### config.mk
export PLATFORM = sky130hd
export DESIGN_NAME = mc_core
export DESIGN_NICKNAME = d
export VERILOG_FILES = /design/src/rtl/mc_core.sv
export SDC_FILE = /design/constraint.sdc
export NUM_CORES = 1
export LEC_CHECK = 0
export ABC_AREA = 0
export CORE_MARGIN = 10
export CORE_UTILIZATION = 50
export CTS_BUF_LIST = sky130_fd_sc_hd__clkbuf_16
export DETAILED_ROUTE_END_ITERATION = 8
export HOLD_SLACK_MARGIN = 0.02
export MAX_ROUTING_LAYER = met4
export PLACE_DENSITY = 0.74
export SYNTH_ARGS = -nofsm -noshare
export SYNTH_HDL_FRONTEND = slang
export SYNTH_SLANG_ARGS = --single-unit
### constraint.sdc
create_clock -name CLK -period 6.05 [get_ports CLK]
set_input_delay 1.21 -clock CLK [delete_from_list [all_inputs] [get_ports CLK]]
set_output_delay 1.21 -clock CLK [all_outputs]
set_load 0.02 [all_outputs]
### src/rtl/mc_core.sv
// mc_core -- small multi-cycle accumulator core.
//
// Fetches 9-bit instructions from an external ROM. Each instruction takes
// FETCH + EXEC, and LD/ST add a MEM phase that waits for dmem_ack.
// There are eight DW-bit registers (r0 is the accumulator) plus the Z and C flags.
//
// Ports:
//   CLK         clock, all state changes on posedge
//   start       asynchronous active-high reset; execution starts at PC=0
//   inst_addr   instruction ROM address (= PC)
//   inst_in     instruction word for inst_addr (combinational)
//   dmem_req    data-memory request, high only in MEM
//   dmem_we     write qualifier (ST)
//   dmem_addr   data address (= rs register)
//   dmem_wdata  store data (= r0)
//   dmem_rdata  load data, valid with dmem_ack
//   dmem_ack    transfer complete
//   halt        program done
//   cycle_ct    executed-cycle counter, saturating
module mc_core #(
    parameter int DW  = 8,
    parameter int PCW = 10
) (
    input  logic           CLK,
    input  logic           start,
    output logic [PCW-1:0] inst_addr,
    input  logic [8:0]     inst_in,
    output logic           dmem_req,
    output logic           dmem_we,
    output logic [DW-1:0]  dmem_addr,
    output logic [DW-1:0]  dmem_wdata,
    input  logic [DW-1:0]  dmem_rdata,
    input  logic           dmem_ack,
    output logic           halt,
    output logic [15:0]    cycle_ct
);

    typedef enum logic [1:0] {FETCH, EXEC, MEM, HALTED} state_t;

    typedef struct packed {
        logic [2:0] op;
        logic [2:0] fn;
        logic [2:0] rs;
    } inst_t;

    localparam logic [2:0] OP_ALU = 3'd0, OP_MVT = 3'd1, OP_MVF = 3'd2, OP_LDI = 3'd3,
                           OP_LD  = 3'd4, OP_ST  = 3'd5, OP_BZ  = 3'd6, OP_JMP = 3'd7;

    state_t              state, state_nx;
    logic [PCW-1:0]      pc, pc_nx;
    inst_t               ir;
    logic [7:0][DW-1:0]  rf;
    logic                z, c, z_nx, c_nx;
    logic                r0_we, rs_we;
    logic [DW-1:0]       r0_nx;

    logic [DW-1:0]       r0, rsv;
    logic [5:0]          imm6;
    logic signed [5:0]   imm_s;
    logic [PCW-1:0]      br_off;

    assign r0     = rf[0];
    assign rsv    = rf[ir.rs];
    assign imm6   = {ir.fn, ir.rs};
    assign imm_s  = imm6;
    assign br_off = PCW'(imm_s);   // sign-extend the branch offset

    // ALU
    logic [DW:0]   alu_sum;
    logic [DW-1:0] alu_res;
    logic          alu_c;

    always_comb begin
        alu_sum = '0;
        alu_res = r0;
        alu_c   = c;
        case (ir.fn)
            3'd0: alu_sum = {1'b0, r0} + {1'b0, rsv};
            3'd1: alu_sum = {1'b0, r0} + {1'b0, rsv} + (DW+1)'(c);
            3'd2: alu_sum = {1'b0, r0} + {1'b0, ~rsv} + (DW+1)'(1);  // C=1 means no borrow
            3'd3: alu_res = r0 & rsv;
            3'd4: alu_res = r0 | rsv;
            3'd5: alu_res = r0 ^ rsv;
            3'd6: {alu_c, alu_res} = {r0, 1'b0};
            default: begin
                alu_res = {1'b0, r0[DW-1:1]};
                alu_c   = r0[0];
            end
        endcase
        if (ir.fn <= 3'd2) begin
            alu_res = alu_sum[DW-1:0];
            alu_c   = alu_sum[DW];
        end
    end

    // Next state / commit control
    always_comb begin
        state_nx = state;
        pc_nx    = pc;
        r0_we    = 1'b0;
        r0_nx    = r0;
        rs_we    = 1'b0;
        c_nx     = c;
        case (state)
            FETCH: state_nx = EXEC;
            EXEC: begin
                state_nx = FETCH;
                pc_nx    = pc + PCW'(1);
                case (ir.op)
                    OP_ALU: begin
                        r0_we = 1'b1;
                        r0_nx = alu_res;
                        c_nx  = alu_c;
                    end
                    OP_MVT: rs_we = 1'b1;
                    OP_MVF: begin
                        r0_we = 1'b1;
                        r0_nx = rsv;
                    end
                    OP_LDI: begin
                        r0_we = 1'b1;
                        r0_nx = DW'(imm6);
                    end
                    OP_LD, OP_ST: begin
                        state_nx = MEM;
                        pc_nx    = pc;   // advanced when the transfer completes
                    end
                    OP_BZ: if (z) pc_nx = pc + br_off;
                    default: begin
                        if (imm6 == 6'd0) begin
                            state_nx = HALTED;
                            pc_nx    = pc;
                        end else begin
                            pc_nx = pc + br_off;
                        end
                    end
                endcase
            end
            MEM: begin
                if (dmem_ack) begin
                    state_nx = FETCH;
                    pc_nx    = pc + PCW'(1);
                    if (ir.op == OP_LD) begin
                        r0_we = 1'b1;
                        r0_nx = dmem_rdata;
                    end
                end
            end
            default: ;  // HALTED: everything frozen
        endcase
        z_nx = r0_we ? (r0_nx == '0) : z;
    end

    always_ff @(posedge CLK or posedge start) begin
        if (start) begin
            state <= FETCH;
            pc    <= '0;
            ir    <= '0;
            rf    <= '0;
            z     <= 1'b1;
            c     <= 1'b0;
        end else begin
            state <= state_nx;
            pc    <= pc_nx;
            z     <= z_nx;
            c     <= c_nx;
            if (state == FETCH) ir <= inst_t'(inst_in);
            if (rs_we) rf[ir.rs] <= r0;
            if (r0_we) rf[0]     <= r0_nx;
        end
    end

    always_ff @(posedge CLK or posedge start) begin
        if (start)                                  cycle_ct <= '0;
        else if (!halt && cycle_ct != 16'hFFFF)     cycle_ct <= cycle_ct + 16'd1;
    end

    // The request decodes straight from state, so an asynchronous reset
    // drops it in the same cycle and abandons the transfer.
    assign inst_addr  = pc;
    assign dmem_req   = (state == MEM);
    assign dmem_we    = (state == MEM) && (ir.op == OP_ST);
    assign dmem_addr  = rsv;
    assign dmem_wdata = r0;
    assign halt       = (state == HALTED);

endmodule

==> qor.csv, run 1 <==
metric,value,unit
run status,completed,
met1 GRT Util,27.9,%
Lkg Pwr,3.52,nW
IO Pins,65,
"Distinct cells, synth",82,
RSZ-0062 raised after global routing,false,
Worst VDD drop,0.000307,V
Cell Pwr Density,595,mW/mm2
Clock power frac,11.6,%
Startpoint Class,flop,
GR Util All Layers,21.4,%
"EDFF count, synth",0,
mean post-synth cell area,9.27,um2
Core Area,0.0144,mm2
Final Slew Violations,0,
Vert. Die Dim,141,um
minimum clock period,4750,ps
met3 Resource Use GR,5.21,%
Detailed Routing Iterations Pass 1,5,
Post-Layout Cell Count,1010,
dpl cells,994,
cts repair resizes,0,
Mapped Nets,852,
Yosys top cell area share,35.0,%
Yosys warnings,0,
busiest grt layer,met2,
Sw Ratio,49.8,%
"Net count, final",887,
layout cells sized above 1,10.9,%
Worst-path clk slew,80,ps
Post-DP HPWL,15100,um
Slew headroom,33.9,%
total of max-cap violations,0,
critical path capture point type,flop,
Area Growth Syn to Fin,13.0,%
die area,0.0198,mm2
Die X,141,um
"worst slack, placed",1340,ps
IO buf count,64,
Final Core Density,57.1,%
Critical Path RT,6330,ps
Mapped Area,0.00729,mm2
post-route ant nets,0,
"Seq/Total Area, Yosys",35.4,%
# DRC,0,
H-tree depth,3,
first-pass GRT wire length,33300,um
final period utilization,78.5,%
most frequent cells after synthesis,"102 x dfrtp_1, 90 x nand2_1, 70 x o21ai_0",
# rows,44,
"flops & latches, synth",103,
TritonCTS clock tree,done,
Crit path arrival time,5030,ps
diode count,0,
combinational share of power,62.5,%
sw power,2.44,mW
setup_tns,0,ps
# hold bufs at CTS,0,
"count leader, synth",dfrtp_1,
Routability Congestion,0.907,
cts bufs inserted,9,
FMAX,0.211,GHz
overall via count from detail_route,6156,
Worst Tran Pin Value,989,ps
Skew-Pair Late Insertion Delay,360,ps
DRT Wirelength,20800,um
crit path kind,reg -> reg,
GR Overflow Total,0,
initial antenna violation count,0,
Critical Path Fanout Max,24,
Root Buffer,clkbuf_16,
Max clock buf depth,2,
Avg Vias per Cell,6.10,
Worst Hold Class,reg -> reg,
Finish-stage setup viols,0,
CTS sink cnt,103,
PnR Total Power,4.90,mW
vias in the first global route,6057,
Mapped Cells,786,
Post-CTS Setup Bufs,0,
largest net degree at the start of global routing,61,
synth top area cells,"dfrtp_1 35%, ha_1 7.4%, mux2_2 5.4%, o21ai_0 4.8%, nand2_1 4.6%",
Initial Util,50.5,%
fin worst setup slack,1300,ps
Pint,2.46,mW
Final Hold Viols,0,
ys async rst share,100,%
Iter 0 DRT Violations,643,
DR WL/cell,20.6,um
Flop pwr share,25.9,%
"Primary FF master, synth",dfrtp_1,
Worst Skew,7.89,ps
met2 usage,32.3,%
leading area contributor after synthesis,dfrtp_1,
-- cell type report --
type	count	area, um2
clock inverter	7	56.3
tap	184	230
sequential	103	2580
fill	1296	6190
clock buffer	9	225
multi-input combinational	598	4310
timing repair buffer	71	693
inverter	38	145
-- worst max-delay path: stages (launching register included) --
cell	delay [ps]
dfrtp_1	950
mux2_2	420
a22oi_1	130
nor2_1	90
nor3_1	470
ha_1	480
a211oi_4	400
o21ai_2	140
a221oi_4	350
and3b_1	210
o21ai_1	130
a31oi_1	140
or4_1	540
o31ai_2	190
-- sequential cells by signal, summed over array words and instances, names as in the netlist --
register and count:
inst_addr 10, c 1, br_off 6, cycle_ct 16, dmem_wdata 8, ir 3, z 1, rf 56
state 2
-- placed cells by master, fill, tap and decap left out, drive strengths merged, types with 11 or more instances in the layout --
cell           count
nand3             20
dfrtp            102
clkdlybuf4s50     64
ha                43
a21oi             34
mux2i             19
xnor2             24
nand4             11
xor2              12
o21ai             75
nand2             90
nor3              15
inv               40
nor2b             12
mux2              37
nor2              51
-- stage by stage --
| stage | area, um2 | hold WS (ps) |
|---|---|---|
| after global routing | 8240 | 493 |
| after detailed placement | 7950 | 465 |
| after floorplan | 7290 | 443 |
| after global placement | 7950 | 459 |
| after CTS | 8240 | 475 |
| final | 8240 | 474 |
-- cells by family after synthesis --
kind of cell,count (synthesis),share of synthesized area (%)
muxes,64,11.0
and+or+nand+nor,243,16.1
adders and majority gates,46,8.20
xor gates and xnor gates,36,4.43
buffers and inverters,85,5.61
AOI/OAI and AO/OA,209,19.2
DFF,103,35.4
-- power groups by stage --
stage / registers [mW] / clock network (mW) / logic (mW)
after floorplan: 1.16 / 0 / 2.30
after global placement: 1.27 / 0 / 2.99
after detailed placement: 1.28 / 0 / 3.02
after CTS: 1.26 / 0.578 / 3.04
after global routing: 1.31 / 0.604 / 3.36
final: 1.27 / 0.568 / 3.06
-- per-layer routing --
layer | part of all wire [%] | wire length (um)
met1 | 45 | 9450
met2 | 45 | 9340
met3 | 8.0 | 1660
met4 | 1.9 | 397
met5 | 0 | 0
-- path summary, 6_finish.rpt --
path / from / endpoint / slack [ps] / depth (start not counted)
setup / recovery: br_off[1] / z / 1300 / 13
hold / removal: inst_addr[9] / inst_addr[9] / 470 / 1
setup reg to reg: br_off[1] / z / 1300 / 13
hold reg to reg: inst_addr[9] / inst_addr[9] / 470 / 1
max in group asynchronous: start / rf[12] / 3660 / 3
min in group asynchronous: start / inst_addr[4] / 1320 / 2
Note: power is estimated with default switching activity, not from simulation.
==> inputs of run 2 (changes only) <==
Clock period 6.05 ns to 4.58 ns, I/O delays scaled along.
==> run 2 against run 1 <==
  * Sequential power rose by 27%
  * Utilization rose by 1.0 points
  * Design area rose by 1.8%
  * Highest routed layer unchanged
  * Clock power rose by 50%
  * Via count rose by 2.2%
  * Global-route usage rose by 0.80 points
  * Worst setup slack got worse by 970 ps
  * Critical path type unchanged
  * Worst hold slack got worse by 4.8 ps
==> qor.csv, run 2 (synthesized netlist as in run 1, its figures left out) <==
metric,value,unit
Clock power frac,12.7,%
DR WL/cell,21.1,um
H-tree depth,3,
Initial Util,50.5,%
"Net count, final",900,
TritonCTS clock tree,done,
"commonest non-fill, non-tap cell in the layout",dfrtp_1,
Skew-Pair Late Insertion Delay,360,ps
Crit path arrival time,4530,ps
cts bufs inserted,9,
crit path kind,reg -> reg,
FMAX,0.236,GHz
area of the multi-input gates,0.00431,mm2
Slew headroom,27.5,%
Vert. Die Dim,141,um
Critical Path RT,4870,ps
Worst Skew,10.4,ps
Post-Layout Cell Count,1023,
Detailed Routing Iterations Pass 1,6,
Worst Hold Class,reg -> reg,
Largest register FFs,56,
layout cells sized above 1,12.5,%
final period utilization,92.6,%
Finish-stage setup viols,0,
Pint,3.43,mW
combinational share of power,63.2,%
Cell Pwr Density,797,mW/mm2
Final Slew Violations,0,
Filler Cell Count,1294,
Worst-path clk slew,70,ps
minimum clock period,4240,ps
Final Core Density,58.1,%
dpl cells,1007,
Worst VDD drop,0.000435,V
Routability Congestion,0.992,
most frequent cells in the layout,"99 x dfrtp_1, 90 x nand2_1, 70 x o21ai_0",
setup_tns,0,ps
Area Growth Syn to Fin,15.0,%
Max clock buf depth,2,
die area,0.0198,mm2
critical path capture point type,flop,
diode count,0,
Iter 0 DRT Violations,730,
Startpoint Class,flop,
register area,0.00258,mm2
Biggest register,rf,
Post-DP HPWL,15900,um
overall via count from detail_route,6293,
first-pass GRT wire length,34300,um
Root Buffer,clkbuf_16,
initial antenna violation count,0,
vias in the first global route,6025,
# hold bufs at CTS,0,
Sw Ratio,48.7,%
Core Area,0.0144,mm2
Worst Tran Pin Value,1090,ps
worst hold slack,469,ps
run status,completed,
Flop pwr share,24.1,%
CTS sink cnt,103,
GR Overflow Total,0,
total of max-cap violations,0,
IO Pins,65,
# DRC,0,
Die X,141,um
sw power,3.25,mW
GR Util All Layers,22.2,%
# rows,44,
RSZ-0062 raised after global routing,false,
post-route ant nets,0,
DRT Wirelength,21600,um
Final Hold Viols,0,
IO buf count,64,
largest net degree at the start of global routing,70,
Critical Path Fanout Max,4,
Lkg Pwr,3.61,nW
Avg Vias per Cell,6.15,
-- run 2: cell count changes in the layout (fill, tap and decap cells not counted) --
| cell | previous run | this run |
|---|---|---|
| buf_4 | 7 | 19 |
| dfrtp_1 | 102 | 99 |
| dfrtp_2 | 0 | 3 |
| bufinv_16 | 0 | 2 |
| clkinvlp_4 | 2 | 0 |
| buf_8 | 0 | 1 |
| clkinv_1 | 1 | 2 |
| clkinv_4 | 2 | 1 |
| inv_6 | 1 | 2 |
| inv_8 | 1 | 0 |
-- run 2: layout make-up --
| cell class | count | share of cell area (%) |
|---|---|---|
| clock inverters | 7 | 1.12 |
| clock buffers | 9 | 2.69 |
| multi-input cells | 598 | 51.4 |
| inverters | 38 | 1.73 |
| repair buffers | 84 | 9.52 |
| well taps | 184 | 2.75 |
| flip-flops and latches | 103 | 30.8 |
-- run 2: per-layer routing --
layer	global-route usage [%]	up-vias	routed length [um]
li1	-	2917	-
met1	29.7	2994	9300
met2	32.2	330	9490
met3	5.21	52	2140
met4	7.61	0	692
met5	-	-	0
-- run 2: worst paths after layout --
check                      slack (ps)    startpoint  cells past startpoint      endpoint
setup / recovery                  340     br_off[0]                     13             z
hold / removal                    470  inst_addr[9]                      1  inst_addr[9]
setup reg to reg                  340     br_off[0]                     13             z
hold reg to reg                   470  inst_addr[9]                      1  inst_addr[9]
max in group asynchronous        2680         start                      3     br_off[2]
min in group asynchronous        1110         start                      2  inst_addr[4]
-- run 2: power groups by stage --
stage               logic (mW)  clock network [mW]  registers (mW)
floorplan                 3.04                   0            1.53
global placement          4.07                   0            1.60
detailed placement        4.12                   0            1.61
CTS                       4.14               0.858            1.60
global route              4.62               0.890            1.66
finish                    4.22               0.851            1.61
-- run 2: through the flow --
step / total power, mW / instance area, um2 / setup WS [ps]
floorplan: 4.57 / 7290 / 450
global placement: 5.67 / 8050 / 374
detailed placement: 5.73 / 8050 / 324
CTS: 6.59 / 8370 / 294
global route: 7.17 / 8380 / 31.7
finish: 6.68 / 8380 / 338
-- run 2: what timing repair did --
item	4_1_cts	5_1_grt
endpoints found under the hold margin	0	0
setup endpoints to repair	0	1
setup buffers	0	0
resized for setup	0	5
-- run 2: worst max-delay path, cell delays in order, from the launching register on --
cell	delay, ps
dfrtp_2	430
mux4_2	550
mux2i_4	200
inv_1	120
ha_1	290
fa_1	500
ha_1	310
mux4_2	450
mux2i_1	150
a211oi_1	100
a221oi_1	300
nand3_1	140
or4_1	430
o31ai_2	180
==> inputs of run 3 (changes only) <==
Settings changed: CORE_UTILIZATION 50 to 45, PLACE_DENSITY 0.74 to 0.68.
==> run 3 against run 2 <==
  * Worst hold slack improved by 3.2 ps
  * Non-clock buffer count increased by 4
  * Die area up 9.5%
==> qor.csv, run 3 (synthesized netlist as in run 1, its figures left out) <==
metric,value,unit
Final Hold Viols,0,
overall via count from detail_route,6258,
CTS sink cnt,103,
Iter 0 DRT Violations,535,
diode count,0,
GR Util All Layers,19.9,%
Largest register FFs,56,
vias in the first global route,6082,
# rows,46,
Biggest register,rf,
Worst-path clk slew,70,ps
area of the multi-input gates,0.00431,mm2
TritonCTS clock tree,done,
Die X,147,um
met3 Resource Use GR,4.45,%
fin worst setup slack,283,ps
Lkg Pwr,3.62,nW
"worst slack, placed",339,ps
Critical Path Fanout Max,30,
met1 GRT Util,26.4,%
# DRC,0,
Filler Cell Count,1518,
most frequent cells in the layout,"102 x dfrtp_1, 90 x nand2_1, 70 x o21ai_0",
H-tree depth,3,
"Net count, final",904,
Worst VDD drop,0.000483,V
met2 usage,30.3,%
Avg Vias per Cell,5.91,
Vert. Die Dim,147,um
RSZ-0062 raised after global routing,false,
Detailed Routing Iterations Pass 1,5,
Pint,3.39,mW
register area,0.00258,mm2
placed instance area,0.00812,mm2
Clock power frac,11.8,%
IO buf count,64,
critical path capture point type,flop,
Root Buffer,clkbuf_16,
DRT Wirelength,21200,um
cts bufs inserted,9,
Final Slew Violations,0,
Finish-stage setup viols,0,
combinational share of power,64.6,%
busiest grt layer,met2,
largest net degree at the start of global routing,52,
Final Cell Area,0.00842,mm2
Worst R2R Setup Slack,280,ps
die area,0.0217,mm2
Core Area,0.0159,mm2
Startpoint Class,flop,
GR Overflow Total,0,
IO Pins,65,
Flop pwr share,23.6,%
Post-CTS Setup Bufs,0,
"commonest non-fill, non-tap cell in the layout",dfrtp_1,
# hold bufs at CTS,0,
Crit path arrival time,4560,ps
post-route ant nets,0,
Worst Skew,9.64,ps
Sw Ratio,48.7,%
final period utilization,93.8,%
cts repair resizes,0,
Skew-Pair Late Insertion Delay,350,ps
crit path kind,reg -> reg,
Worst Hold Class,reg -> reg,
Initial Util,45.9,%
setup_tns,0,ps
run status,completed,
first-pass GRT wire length,33800,um
Post-DP HPWL,15800,um
total of max-cap violations,0,
Cell Pwr Density,785,mW/mm2
FMAX,0.233,GHz
Area Growth Syn to Fin,15.5,%
Slew headroom,32.2,%
sw power,3.22,mW
Critical Path RT,4850,ps
initial antenna violation count,0,
minimum clock period,4300,ps
DR WL/cell,20.0,um
layout cells sized above 1,12.7,%
Max clock buf depth,2,
Routability Congestion,0.951,
Worst Tran Pin Value,1010,ps
run 3: cell types whose count changed in the layout (fill, tap and decap cells not counted), moves of 2 or more:
| cell | change |
|---|---|
| buf_4 | +5 |
| dfrtp_1 | +3 |
| dfrtp_2 | -3 |
| clkinv_2 | +2 |
run 3: worst paths after layout:
path	startpoint	to	depth (start not counted)
max	br_off[0]	z	15
min	inst_addr[9]	inst_addr[9]	1
max reg2reg	br_off[0]	z	15
min reg2reg	inst_addr[9]	inst_addr[9]	1
max in group asynchronous	start	cycle_ct[12]	3
min in group asynchronous	start	dmem_wdata[3]	2
run 3: metal layers:
metal	up-vias	part of all wire, %
met4	0	1.9
met3	37	7.9
li1	2930	-
met5	-	0
met2	284	45
met1	3007	45
run 3: power by group through the flow:
stage	logic, mW	clock network (mW)	registers, mW
after global placement	4.17	0	1.55
after CTS	4.21	0.795	1.55
after detailed placement	4.20	0	1.56
after global routing	4.64	0.829	1.60
final	4.27	0.781	1.56
after floorplan	3.04	0	1.53
run 3: worst max-delay path: stages (launching register included):
cell,delay (ps)
dfrtp_1,420
buf_4,380
nor2_1,120
a22oi_1,210
nor2_1,100
nor3_4,290
inv_2,120
fa_1,530
ha_1,310
mux4_2,460
mux2i_1,150
a211oi_1,90
a221oi_1,300
nand3_1,120
or4_1,430
o31ai_2,180
run 3: area by class of cell:
cell class,instances,area share (%)
well taps,216,3.21
clock inverters,7,0.832
clock buffers,9,2.68
multi-input cells,598,51.2
flip-flops and latches,103,30.6
repair buffers,88,9.75
inverters,38,1.72
run 3: stage by stage:
stage | hold slack, ps | util [%] | total power [mW] | cells
global placement | 458 | 51.1 | 5.72 | 1043
finish | 472 | 53.0 | 6.60 | 1059
floorplan | 443 | - | 4.57 | 786
CTS | 477 | 53.0 | 6.56 | 1059
global route | 514 | 53.0 | 7.07 | 1059
detailed placement | 463 | 51.1 | 5.76 | 1043
==> RTL edit, RTL diff (flow settings as in run 2) <==
`PCW`: 10 -> 5.
--- a/src/rtl/mc_core.sv
+++ b/src/rtl/mc_core.sv
@@ -19,7 +19,7 @@
 //   cycle_ct    executed-cycle counter, saturating
 module mc_core #(
     parameter int DW  = 8,
-    parameter int PCW = 10
+    parameter int PCW = 5
 ) (
     input  logic           CLK,
     input  logic           start,
Interface: changed (resized inst_addr); port bits go from 65 to 60. No check against the original RTL was run, so the function may have changed too.
==> RTL edit against run 2 <==
- cell area decreased by 5.6%
- sequential share of layout area increased by 0.19 points
- power decreased by 3.9%
- synthesized cell count decreased by 7.1%
- wire length decreased by 5.4%
- global-route usage increased by 0.50 points
- synthesized area decreased by 5.3%
- maximum frequency decreased by 1.5%
- sequential cell count decreased by 5
- hold slack improved by 0.0088 ns
- worst setup slack got worse by 0.065 ns
- highest routed layer unchanged
==> RTL edit: results (changes against run 2) <==
Area after DPL=7620 sq um (-5.4%); post-synthesis mux area share=12.9% (+1.9 points); Fill cells=1,183 (-8.6%); area of the multi-input gates=4060 sq um (-5.7%); measured slew at the worst slew-check pin=0.967 ns (-0.120 ns); Buffers excl. clock=77 (-8.3%); Global Route Usage Sum=22.7% (+0.50 points); Final nets=835 (-7.2%); status=completed; adder-cell share of the synthesized area=7.76% (-0.45 points); internal power=0.00332 W (-3.3%); average cell area after synthesis=9.45 sq um (+1.9%); final worst-path cycle share=94.0% (+1.4 points); FF/Latch Area=2450 sq um (-5.0%); multi-input logic portion of the cell area=51.3% (about the same); Layout clock area frac=3.68% (-0.12 points); Worst Hold Endpoint=inst_addr[4]; Post-synth top cells=dfrtp_1 (97), nand2_1 (88), o21ai_0 (73); DR iter-0 viols=451 (-38%); maximum fanout along the worst path=23 (+19); XOR/XNOR Fraction of Synth Area=4.26% (-0.17 points); Leakage=3.47 nW (-3.8%); sequential share of the synthesized area=35.6% (+0.18 points); CP max stage delay=0.52 ns (-0.03 ns); Placement Setup Slack=0.260 ns (-0.0640 ns); global-route wire length before repair=32,600 um (-4.8%); Inverters=41 (+7.9%); total wire length=20,400 um (-5.4%); drt pass-1 iters=8 (+2); Distinct cells, synth=80 (-2.4%); vias per cell=6.13 (-0.32%); largest net degree at the start of global routing=80 (+14%); DP Wirelength=15,400 um (-3.4%); Compound-Gate Fraction of Synth Area=18.5% (-0.68 points); Net Count, Synth=791 (-7.2%); slowest CP cell=fa_1; Synth area leaders=dfrtp_1 (35%), ha_1 (6.9%), mux2_2 (5.5%); worst hold start=inst_addr[4]; vias in the first global route=5,943 (-1.4%); number of port buffers=59 (-7.8%); R2R cell count=14 (+1); comb_multi_in=547 (-8.5%)
-- RTL edit: cell count changes after synthesis, sizes merged, moves of 6 or more --
cell | run 2 | this run
a221o | 2 | 8
nand4 | 11 | 5
nor3 | 15 | 8
xnor2 | 24 | 18
a221oi | 10 | 3
nor2 | 51 | 39
-- RTL edit: logic make-up (layout without fill, tap and decap cells) --
group,count (synthesis),in the layout
adders and majority gates,41,41
and+or+nand+nor,215,215
DFF,98,98
buffers and inverters,85,134
xor gates and xnor gates,32,32
AOI/OAI and AO/OA,192,192
muxes,67,67
-- RTL edit: power groups by stage --
stage	registers [W]	clock network [W]	logic, W
5_1_grt	0.00157	0.000805	0.00452
6_report	0.00153	0.000761	0.00413
3_5_place_dp	0.00153	0	0.00406
4_1_cts	0.00151	0.000765	0.00409
2_1_floorplan	0.00146	0	0.00294
3_3_place_gp	0.00151	0	0.00401
-- RTL edit: per-layer routing --
layer  GRT usage (%)  routed length, um
met5               -                  0
met4            9.07                680
met3            3.31               1010
met2            35.8               9760
met1            28.7               9000
